**src/rtl/ecc_lockstep_mon.sv**
```systemverilog
// ecc_lockstep_mon
// Lockstep SECDED decode monitor for the FIFO ECC read path. Two copies of
// the SECDED decoder see the same read beat, and their syndrome results are
// compared every cycle. A disagreement is an ECC logic fault. When that
// happens the raw read data is forwarded, because the copy-0 correction can
// no longer be trusted. All outputs are registered, so latency is one cycle.
//
// Ports:
//   clk, rst            clock, synchronous active-high reset
//   in_vld              beat valid
//   data_in, parity_in  raw read data and its stored check bits
//   bypass              decoder bypass, applied to both copies
//   detc_en             lockstep compare enable
//   clr                 clears sticky flags and counters
//   selftest_req        starts the comparator self-test
//   out_vld, data_out   registered beat valid and (corrected or raw) data
//   sbit_err, dbit_err, ecc_fault           per-beat flags, qualified by out_vld
//   sbit_sticky, dbit_sticky, fault_sticky  sticky flags
//   sbit_cnt, dbit_cnt, fault_cnt           saturating event counters
//   selftest_busy, selftest_done, selftest_pass  self-test status
//
// Check-bit code: extended Hamming. Data bits occupy codeword positions
// 3,5,6,7,9,... in order, skipping the powers of two. Check bit i covers the
// positions that have bit i set. The top check bit is overall parity over
// the data and the lower check bits.
module ecc_lockstep_mon #(
  parameter int DATA_WIDTH   = 83,
  parameter int PARITY_WIDTH = 8,
  parameter int CNT_WIDTH    = 8
) (
  input  logic                    clk,
  input  logic                    rst,
  input  logic                    in_vld,
  input  logic [DATA_WIDTH-1:0]   data_in,
  input  logic [PARITY_WIDTH-1:0] parity_in,
  input  logic                    bypass,
  input  logic                    detc_en,
  input  logic                    clr,
  input  logic                    selftest_req,
  output logic                    out_vld,
  output logic [DATA_WIDTH-1:0]   data_out,
  output logic                    sbit_err,
  output logic                    dbit_err,
  output logic                    ecc_fault,
  output logic                    sbit_sticky,
  output logic                    dbit_sticky,
  output logic                    fault_sticky,
  output logic [CNT_WIDTH-1:0]    sbit_cnt,
  output logic [CNT_WIDTH-1:0]    dbit_cnt,
  output logic [CNT_WIDTH-1:0]    fault_cnt,
  output logic                    selftest_busy,
  output logic                    selftest_done,
  output logic                    selftest_pass
);

  localparam int HAM_W = PARITY_WIDTH - 1;

  typedef struct packed {
    logic                  sbit;
    logic                  dbit;
    logic [DATA_WIDTH-1:0] mask;
  } dec_t;

  typedef enum logic [1:0] {ST_IDLE, ST_INJ, ST_CHK, ST_DONE} st_e;

  // The generic SECDED decoder core. It is called once per lockstep copy.
  function automatic dec_t secded_dec(input logic [DATA_WIDTH-1:0]   d,
                                      input logic [PARITY_WIDTH-1:0] p,
                                      input logic                    byp);
    dec_t            r;
    logic [HAM_W-1:0] syn;
    logic            ovr;
    logic            hit;
    logic            chk_pos;
    logic [31:0]     pos;
    syn = p[HAM_W-1:0];
    ovr = (^d) ^ (^p);
    pos = 32'd3;
    for (int j = 0; j < DATA_WIDTH; j++) begin
      if ((pos & (pos - 32'd1)) == 32'd0) pos = pos + 32'd1;
      for (int i = 0; i < HAM_W; i++) begin
        if (pos[i]) syn[i] = syn[i] ^ d[j];
      end
      pos = pos + 32'd1;
    end
    r.mask = '0;
    pos = 32'd3;
    for (int j = 0; j < DATA_WIDTH; j++) begin
      if ((pos & (pos - 32'd1)) == 32'd0) pos = pos + 32'd1;
      r.mask[j] = ovr & (syn == pos[HAM_W-1:0]);
      pos = pos + 32'd1;
    end
    hit = |r.mask;
    // A zero or power-of-two syndrome with odd parity means the flipped
    // bit is a check bit, so there is no data to correct.
    chk_pos = ((syn & (syn - 1'b1)) == '0);
    r.sbit = ovr & (hit | chk_pos);
    r.dbit = (~ovr & (|syn)) | (ovr & ~hit & ~chk_pos);
    if (byp) begin
      r = '0;
    end
    return r;
  endfunction

  function automatic logic [CNT_WIDTH-1:0] cnt_next(input logic [CNT_WIDTH-1:0] c,
                                                    input logic                 ev,
                                                    input logic                 clr_i);
    logic [CNT_WIDTH-1:0] one;
    one = {{(CNT_WIDTH-1){1'b0}}, 1'b1};
    if (clr_i) return ev ? one : '0;
    if (ev && (c != '1)) return c + one;
    return c;
  endfunction

  function automatic logic sticky_next(input logic s, input logic ev, input logic clr_i);
    return clr_i ? ev : (s | ev);
  endfunction

  dec_t                  dec0, dec1;
  logic [DATA_WIDTH-1:0] mask1;
  logic [DATA_WIDTH-1:0] mask1_cmp;
  logic                  inj;
  logic                  match;
  logic                  fault_raw;

  st_e                   state_q, state_d;
  logic                  st_mis_q, st_mis_d;
  logic                  st_ok_q, st_ok_d;
  logic                  pass_q, pass_d;
  logic                  busy_q, busy_d;
  logic                  done_q, done_d;

  logic                  out_vld_q, out_vld_d;
  logic [DATA_WIDTH-1:0] data_out_q, data_out_d;
  logic                  sbit_q, sbit_d, dbit_q, dbit_d, fault_q, fault_d;
  logic                  sbit_st_q, sbit_st_d, dbit_st_q, dbit_st_d, fault_st_q, fault_st_d;
  logic [CNT_WIDTH-1:0]  sbit_cnt_q, sbit_cnt_d, dbit_cnt_q, dbit_cnt_d, fault_cnt_q, fault_cnt_d;

  assign dec0  = secded_dec(data_in, parity_in, bypass);
  assign dec1  = secded_dec(data_in, parity_in, bypass);
  assign mask1 = dec1.mask;

  // While in INJ, bit 0 of copy 1's mask is inverted. This proves that the
  // comparator can actually see a mismatch.
  assign inj       = (state_q == ST_INJ);
  assign mask1_cmp = mask1 ^ {{(DATA_WIDTH-1){1'b0}}, inj};
  assign match     = ~|({dec0.sbit, dec0.dbit, dec0.mask} ^ {dec1.sbit, dec1.dbit, mask1_cmp});
  assign fault_raw = ~match & detc_en & ~inj;

  always_comb begin
    out_vld_d   = in_vld;
    data_out_d  = data_out_q;
    if (in_vld) begin
      data_out_d = fault_raw ? data_in : (data_in ^ dec0.mask);
    end
    sbit_d      = in_vld & dec0.sbit;
    dbit_d      = in_vld & dec0.dbit;
    fault_d     = in_vld & fault_raw;
    sbit_st_d   = sticky_next(sbit_st_q, sbit_d, clr);
    dbit_st_d   = sticky_next(dbit_st_q, dbit_d, clr);
    fault_st_d  = sticky_next(fault_st_q, fault_d, clr);
    sbit_cnt_d  = cnt_next(sbit_cnt_q, sbit_d, clr);
    dbit_cnt_d  = cnt_next(dbit_cnt_q, dbit_d, clr);
    fault_cnt_d = cnt_next(fault_cnt_q, fault_d, clr);
  end

  always_comb begin
    state_d  = state_q;
    st_mis_d = st_mis_q;
    st_ok_d  = st_ok_q;
    pass_d   = pass_q;
    case (state_q)
      ST_IDLE: if (selftest_req) state_d = ST_INJ;
      ST_INJ: begin
        st_mis_d = ~match;
        state_d  = ST_CHK;
      end
      ST_CHK: begin
        st_ok_d = match;
        state_d = ST_DONE;
      end
      ST_DONE: begin
        pass_d  = st_mis_q & st_ok_q;
        state_d = ST_IDLE;
      end
      default: state_d = ST_IDLE;
    endcase
    // Busy is decoded from the next state so that it is high exactly while
    // the FSM sits in INJ or CHK. Done and pass register one cycle after DONE.
    busy_d = (state_d == ST_INJ) || (state_d == ST_CHK);
    done_d = (state_q == ST_DONE);
  end

  always_ff @(posedge clk) begin
    if (rst) begin
      state_q     <= ST_IDLE;
      st_mis_q    <= 1'b0;
      st_ok_q     <= 1'b0;
      pass_q      <= 1'b0;
      busy_q      <= 1'b0;
      done_q      <= 1'b0;
      out_vld_q   <= 1'b0;
      data_out_q  <= '0;
      sbit_q      <= 1'b0;
      dbit_q      <= 1'b0;
      fault_q     <= 1'b0;
      sbit_st_q   <= 1'b0;
      dbit_st_q   <= 1'b0;
      fault_st_q  <= 1'b0;
      sbit_cnt_q  <= '0;
      dbit_cnt_q  <= '0;
      fault_cnt_q <= '0;
    end else begin
      state_q     <= state_d;
      st_mis_q    <= st_mis_d;
      st_ok_q     <= st_ok_d;
      pass_q      <= pass_d;
      busy_q      <= busy_d;
      done_q      <= done_d;
      out_vld_q   <= out_vld_d;
      data_out_q  <= data_out_d;
      sbit_q      <= sbit_d;
      dbit_q      <= dbit_d;
      fault_q     <= fault_d;
      sbit_st_q   <= sbit_st_d;
      dbit_st_q   <= dbit_st_d;
      fault_st_q  <= fault_st_d;
      sbit_cnt_q  <= sbit_cnt_d;
      dbit_cnt_q  <= dbit_cnt_d;
      fault_cnt_q <= fault_cnt_d;
    end
  end

  assign out_vld       = out_vld_q;
  assign data_out      = data_out_q;
  assign sbit_err      = sbit_q;
  assign dbit_err      = dbit_q;
  assign ecc_fault     = fault_q;
  assign sbit_sticky   = sbit_st_q;
  assign dbit_sticky   = dbit_st_q;
  assign fault_sticky  = fault_st_q;
  assign sbit_cnt      = sbit_cnt_q;
  assign dbit_cnt      = dbit_cnt_q;
  assign fault_cnt     = fault_cnt_q;
  assign selftest_busy = busy_q;
  assign selftest_done = done_q;
  assign selftest_pass = pass_q;

endmodule

```
**config.mk**
```make
export PLATFORM = sky130hd
export DESIGN_NAME = ecc_lockstep_mon
export DESIGN_NICKNAME = d
export VERILOG_FILES = /design/src/rtl/ecc_lockstep_mon.sv
export SDC_FILE = /design/constraint.sdc
export NUM_CORES = 1
export LEC_CHECK = 0
export BUFFER_PORTS_ARGS = -buffer_cell sky130_fd_sc_hd__buf_2
export CORE_MARGIN = 5
export CORE_UTILIZATION = 55
export DETAILED_ROUTE_END_ITERATION = 7
export PLACE_DENSITY = 0.83
export SLEW_MARGIN = 40
export SYNTH_ARGS = -nofsm -noshare
export SYNTH_HDL_FRONTEND = slang
export SYNTH_SLANG_ARGS = --single-unit
```
**constraint.sdc**
```tcl
create_clock -name clk -period 6.1 [get_ports clk]
set_input_delay 0.915 -clock clk [delete_from_list [all_inputs] [get_ports clk]]
set_output_delay 0.915 -clock clk [all_outputs]
set_load 0.02 [all_outputs]
```
# Yosys cells after proc, flatten, opt, wreduce, memory -nomap -nowiden
# Index checks and enable logic that the tools add are counted.
dict set report word_totals {
  ramBits 0
  input_bits 98
  ff_bits 121
  latchBits 0
  mem_bits_ro 0
  n_memories 0
}
dict set report op_classes {
  n_lt_le_gt_ge 0
  addsub 4
  reduce_logical 15
  bitwise 379
  n_mux 29
  n_shift 0
  eq_ne 91
  n_mul 0
  div 0
}
# cell count
set ops {}
lappend ops {{$xor A1 B1 Y1} 273}
lappend ops {{$eq A7 B6 Y1 const B} 31}
lappend ops {{$eq A7 B7 Y1 const B} 26}
lappend ops {{$eq A7 B5 Y1 const B} 15}
lappend ops {{$mux W8} 12}
lappend ops {{$and A1 B1 Y1} 93}
lappend ops {{$mux W85} 1}
lappend ops {{$reduce_or A85 Y1} 1}
lappend ops {{$xor A85 B85 Y85} 1}
lappend ops {{$mux W83} 1}
lappend ops {{$reduce_or A83 Y1} 1}
lappend ops {{$reduce_xor A83 Y1} 1}
lappend ops {{$xor A83 B1 Y83} 1}
lappend ops {{$xor A83 B83 Y83} 1}
lappend ops {{$eq A7 B4 Y1 const B} 7}
lappend ops {{$add A8 B1 Y8 const B} 3}
lappend ops {{$ne A8 B8 Y1 const B} 3}
lappend ops {{$eq A7 B3 Y1 const B} 3}
lappend ops {{$mux W1} 13}
lappend ops {{$pmux W2 S4} 1}
lappend ops {{$reduce_xor A8 Y1} 1}
lappend ops {{$and A7 B7 Y7} 1}
lappend ops {{$eq A7 B2 Y1 const B} 1}
lappend ops {{$logic_not A7 Y1} 1}
lappend ops {{12 further kinds} 26}

# Depth between registers and ports, before layout
dict set report logic_depth {
  ltp_word 63
  depth_mapped 14
}

# Worst setup path after synthesis
# Ideal clock, no wire load.
dict set report synth_timing {
  path_kind {input to register}
  start {in data_in[57]}
  end {reg sbit_cnt_q[4], in the netlist sbit_cnt[4]}
  slack_ns 1.603
  cell_stages 13
  n_path_buf 1
  t_arrival_ns 4.379
  path_cell_list {buf_2 xnor3_1 xor2_1 xnor3_1 xnor3_2 nor2b_1 mux2_2 or4_1 a31oi_2 nor4_4 a41o_1 or4_1 mux2i_1}
}
dict set report synth_via {
  elab_chain_len 37
}
# item line
set synth_lines {}
lappend synth_lines {{start: declaration} 34} ;# input logic [DATA_WIDTH-1:0] data_in,
lappend synth_lines {{$xor A1 B1 Y1 (26 in series)} 82} ;# if (pos[i]) syn[i] = syn[i] ^ d[j];
lappend synth_lines {{$sub A7 B1 Y7 (tied with other cells)} 96} ;# chk_pos = ((syn & (syn - 1'b1)) == '0);
lappend synth_lines {{$and A7 B7 Y7 / $and A1 B1 Y1 (equally long branches)} {96, 90}}
lappend synth_lines {{$logic_not A7 Y1 / $reduce_or A83 Y1 (equally long branches)} {96, 93}}
lappend synth_lines {{$or A1 B1 Y1} 97} ;# r.sbit = ovr & (hit | chk_pos);
lappend synth_lines {{$and A1 B1 Y1 *} 97}
lappend synth_lines {{$mux W85 *} 99} ;# if (byp) begin
lappend synth_lines {{$and A1 B1 Y1 *} 156} ;# sbit_d = in_vld & dec0.sbit;
lappend synth_lines {{$logic_and A1 B1 Y1 *} 111} ;# if (ev && (c != '1)) return c + one;
lappend synth_lines {{$mux W8 / $mux W1 (equally long branches)} 111}
lappend synth_lines {{$mux W8 / $mux W1 (equally long branches)} {112, 111}}
lappend synth_lines {{$mux W8 / $reduce_bool A2 Y1 (equally long branches)} -}
lappend synth_lines {{end signal: assignment} 228} ;# sbit_cnt_q <= sbit_cnt_d;
lappend synth_lines {{end: declaration} 137} ;# logic [CNT_WIDTH-1:0] sbit_cnt_q, sbit_cnt_d, dbit_cnt_q, dbit_cnt_d, fault_cnt_q, fault_cnt_d;
# Mark *: on every way between the ends. The rest lies on a longest branch, timed or not. The select of a mux whose other input is x is not followed.
# A chain may end at the register's enable or synchronous reset.

# Worst setup path after layout
dict set report layout_timing {
  start {in data_in[40]}
  end {reg dbit_cnt_q[7], in the netlist dbit_cnt[7]}
}
dict set report layout_via {
  elab_chain_len 35
}
# item line
set layout_lines {}
lappend layout_lines {{branches (longest 28 deep; another with $xor A1 B1 Y1)} -}
lappend layout_lines {{$or A1 B1 Y1 *} 98} ;# r.dbit = (~ovr & (|syn)) | (ovr & ~hit & ~chk_pos);
lappend layout_lines {{$mux W85 *} 99}
lappend layout_lines {{$and A1 B1 Y1 *} 157} ;# dbit_d = in_vld & dec0.dbit;
lappend layout_lines {{$logic_and A1 B1 Y1 *} 111}
lappend layout_lines {{$mux W8 / $mux W1 (equally long branches)} 111}
lappend layout_lines {{$mux W8 / $mux W1 (equally long branches)} {112, 111}}
lappend layout_lines {{$mux W8 / $reduce_bool A2 Y1 (equally long branches)} -}
lappend layout_lines {{end signal: assignment} 229} ;# dbit_cnt_q <= dbit_cnt_d;
lappend layout_lines {{end: declaration} 137}
# Every way passes the cells marked *. The select of a mux whose other input is x is not followed.

==> metrics.md <==
| Metric | Value |
|---|---|
| Result of the run | finished, final reports clean |
| Number of distinct library cell variants in the gate-level netlist after synthesis | 65 |
| First-pass GRT wire length | 38900 um |
| Power density cells | 587 mW/mm2 |
| Clock tree buffer depth | 2 |
| Vias in the first global route | 7119 |
| Die outline height | 132 um |
| Commonest cells after routing, fill and taps aside | sky130_fd_sc_hd__buf_2 (211), sky130_fd_sc_hd__nor2_1 (125), sky130_fd_sc_hd__dfxtp_1 (121) |
| Top_reg_cell synth | sky130_fd_sc_hd__dfxtp_1 |
| Hold_sp | fault_sticky |
| Max-cap violations | 0 |
| Fin crit share | 77.6% |
| Initial detailed-routing violation count | 865 |
| Post-Layout Cell Count | 1310 |
| Kind of end point of the critical path | flop |
| Worst path bufs/invs | 1 |
| Die boundary width | 132 um |
| Residual antenna-violating net count after detailed routing | 0 |
| Clock Sinks | 121 |
| FF-to-FF setup slack | 4260 ps |
| Startpoint of the worst setup timing path | data_in[40] |
| Worst Path Max Fanout | 17 |
| Drt total wl | 25300 um |
| Total setup buffers inserted after CTS | 0 |
| Half-perimeter wire length after detailed placement | 18500 um |
| Cell-by-cell trace of the critical path | buf_2 > xnor2_1 > xnor3_1 > xor2_2 > xnor3_1 > xnor2_2 > xnor2_2 > mux2_2 > o2111a_1 > nor4_4 > a41oi_4 > or4_1 > a21oi_1 |
| Count of vias placed by the detailed router | 7475 |
| Final number of hold-violating endpoints | 0 |
| Number of rows in the core area | 44 |
| DP Cell Count | 1278 |
| Rel. slew slack | 41.7% |
| Count of nets after finishing | 1217 |
| Number of cell instances on the worst register-to-register path | 7 |
| Grt ovf | 0 |
| TritonCTS clock tree | yes |
| Reg clk slew, reported paths | 60 ps |
| Library cell contributing the largest single delay on the critical path | sky130_fd_sc_hd__or4_1 |
| Min-delay worst type | reg2reg |
| Area inside the core boundary | 0.0145 mm2 |
| Root buf cell | sky130_fd_sc_hd__clkbuf_16 |
| ANT cells | 0 |
| Hold bufs inserted after CTS | 0 |
| Number of remaining DRC errors | 0 |
| Setup repair after global routing missed its margin | no |
| Fraction of final layout cells sized beyond drive strength 1 | 26.4% |
| Syn-to-layout area delta | 22.4% |
| H-tree depth reported by CTS | 4 |
| FFs w/ async S/R, synth | 0% |
| Insertion delay of the later-clocked pin in the worst-skew pair | 420 ps |
| Synthesized cell area | 0.00817 mm2 |
| Min-Delay Path Depth | 1 |
| Area of the die | 0.0174 mm2 |
| Maximum vdd ir drop | 531 uV |
| Mean instance size in the synthesized netlist | 8.88 um2 |
| Leading cell type in the layout, fill and taps excluded | sky130_fd_sc_hd__buf_2 |
| Initial antenna violation count | 0 |
| CP peak stage delay | 590 ps |
| Syn nets | 1024 |
| Startpoint of the worst register-to-register path | dbit_cnt[2] |
| Input/output buffers | 213 |
| Family with the most delay on the worst path | XOR/XNOR gates |
| Final clock skew | 5.58 ps |
| Worst path arrival time | 5090 ps |
| Yosys reg bits | 121 |
| Crit Reg-Reg Endpoint | dbit_cnt[0] |
| Worst Setup Path Type | in2reg |
| Drt via density | 5.71 |
| Starting Density | 56.2% |
| Pins Over Slew Limit | 0 |
| Endpoint of the worst hold-timing path | fault_sticky |
| Synthesized instance count | 920 |
| Final setup vio count | 0 |
| Final design utilization | 68.8% |
| Post-Route Setup TNS | 0 ps |
| Count of TritonRoute iterations in the first routing pass | 5 |
| Ports placed on the boundary | 215 |
| Routed len/inst | 19.3 um |
| Share of the yosys chip area belonging to registers | 29.7% |
| Count of flip-flops with a built-in enable after synthesis | 0 |
| Endpoint required time on the critical path | 6450 ps |
| Pin count of the biggest net entering global routing | 120 |
| Resized Gates After CTS | 0 |
| CTS buffer count | 17 |
| Final Critical Period | 4730 ps |
| Overall routing resource usage | 27.9% |
| Pin slew with the least headroom to its limit | 871 ps |
| Static Leak | 4.20 nW |
| Type of element launching the critical path | primary input |
| Highest clock frequency the design can meet | 211 MHz |
| Final Wtd Congestion | 0.958 |
| Total number of yosys warnings | 0 |
cell usage after synthesis (all sizes together) (2+ instances only):
library cell / count / share of area [%]
a2111oi: 2 / 0.29
o21ai: 10 / 0.61
mux2: 4 / 0.60
nand4: 2 / 0.15
a31oi: 7 / 0.61
nor2b: 7 / 0.54
dfxtp: 121 / 30
xor2: 111 / 12
nand2b: 6 / 0.46
a211oi: 86 / 7.9
mux2i: 12 / 1.6
nor2: 130 / 6.0
or4: 5 / 0.46
nor3: 8 / 0.49
a21oi: 10 / 0.61
nand3b: 2 / 0.18
o31ai: 4 / 0.37
nand2: 113 / 5.2
nor4: 2 / 0.34
and3: 5 / 0.38
nor3b: 2 / 0.18
buf: 8 / 0.46
ha: 6 / 0.92
nand3: 18 / 1.1
or3: 7 / 0.54
xnor3: 25 / 7.0
and2: 13 / 1.0
xnor2: 118 / 14
o2111ai: 3 / 0.32
inv: 5 / 0.23
a31o: 3 / 0.32
o211ai: 4 / 0.37
clkbuf: 41 / 1.9
cell families after synthesis:
| logic type | Yosys count | synth area share (%) |
|---|---|---|
| and+or+nand+nor | 325 | 17.7 |
| xor gates and xnor gates | 255 | 33.8 |
| AOI/OAI and AO/OA | 142 | 13.1 |
| DFF | 121 | 29.7 |
| buffers and inverters | 54 | 2.57 |
| muxes | 16 | 2.22 |
| adders and majority gates | 6 | 0.919 |
| other | 1 | 0.0459 |
layout make-up:
cell class	instances	area [um2]
Fill cell	1127	4530
Tap cell	184	230
Sequential cell	121	2420
Clock buffer	19	453
Clock inverter	13	168
Multi-Input combinational cell	745	5560
Timing Repair Buffer	223	1150
Inverter	5	18.8
power by group:
| part | switching (mW) | internal (mW) | total, mW |
|---|---|---|---|
| Clock | 0.383 | 0.667 | 1.05 |
| Sequential | 0.0387 | 0.859 | 0.898 |
| Combinational | 2.57 | 1.36 | 3.92 |
metrics by stage:
step	hold WS [ps]	power (mW)	instance area (um2)	setup slack (ps)
after floorplan	441	3.70	8170	1600
after global placement	437	4.66	9350	1000
after detailed placement	441	4.70	9370	1000
after CTS	457	5.78	9990	1400
after global routing	472	6.16	10000	1160
final	453	5.87	10000	1370
how the worst max path moves through the flow:
stage,end,slack (ps),cells after the start
3_3_place_gp,dbit_cnt[5],1000,13
3_5_place_dp,dbit_cnt[5],1000,13
4_1_cts,dbit_cnt[7],1400,13
2_1_floorplan,sbit_cnt[4],1600,13
6_report,dbit_cnt[7],1370,13
5_1_grt,sbit_cnt[2],1160,13
sequential cells by signal, indices dropped and copies added (netlist names), 2 cells and up:
name       count
data_out      83
dbit_cnt       8
fault_cnt      8
sbit_cnt       8
state_q        2
routing by layer:
| layer | global-route usage (%) | vias up | part of all wire [%] | wire (um) |
|---|---|---|---|---|
| met1 | 37.1 | 3481 | 40 | 10100 |
| met2 | 41.8 | 394 | 45 | 11500 |
| li1 | - | 3527 | - | - |
| met4 | 11.9 | 0 | 3.9 | 988 |
| met5 | 0 | - | 0 | 0 |
| met3 | 8.89 | 73 | 11 | 2720 |
Note: power is estimated with default switching activity, not from simulation.
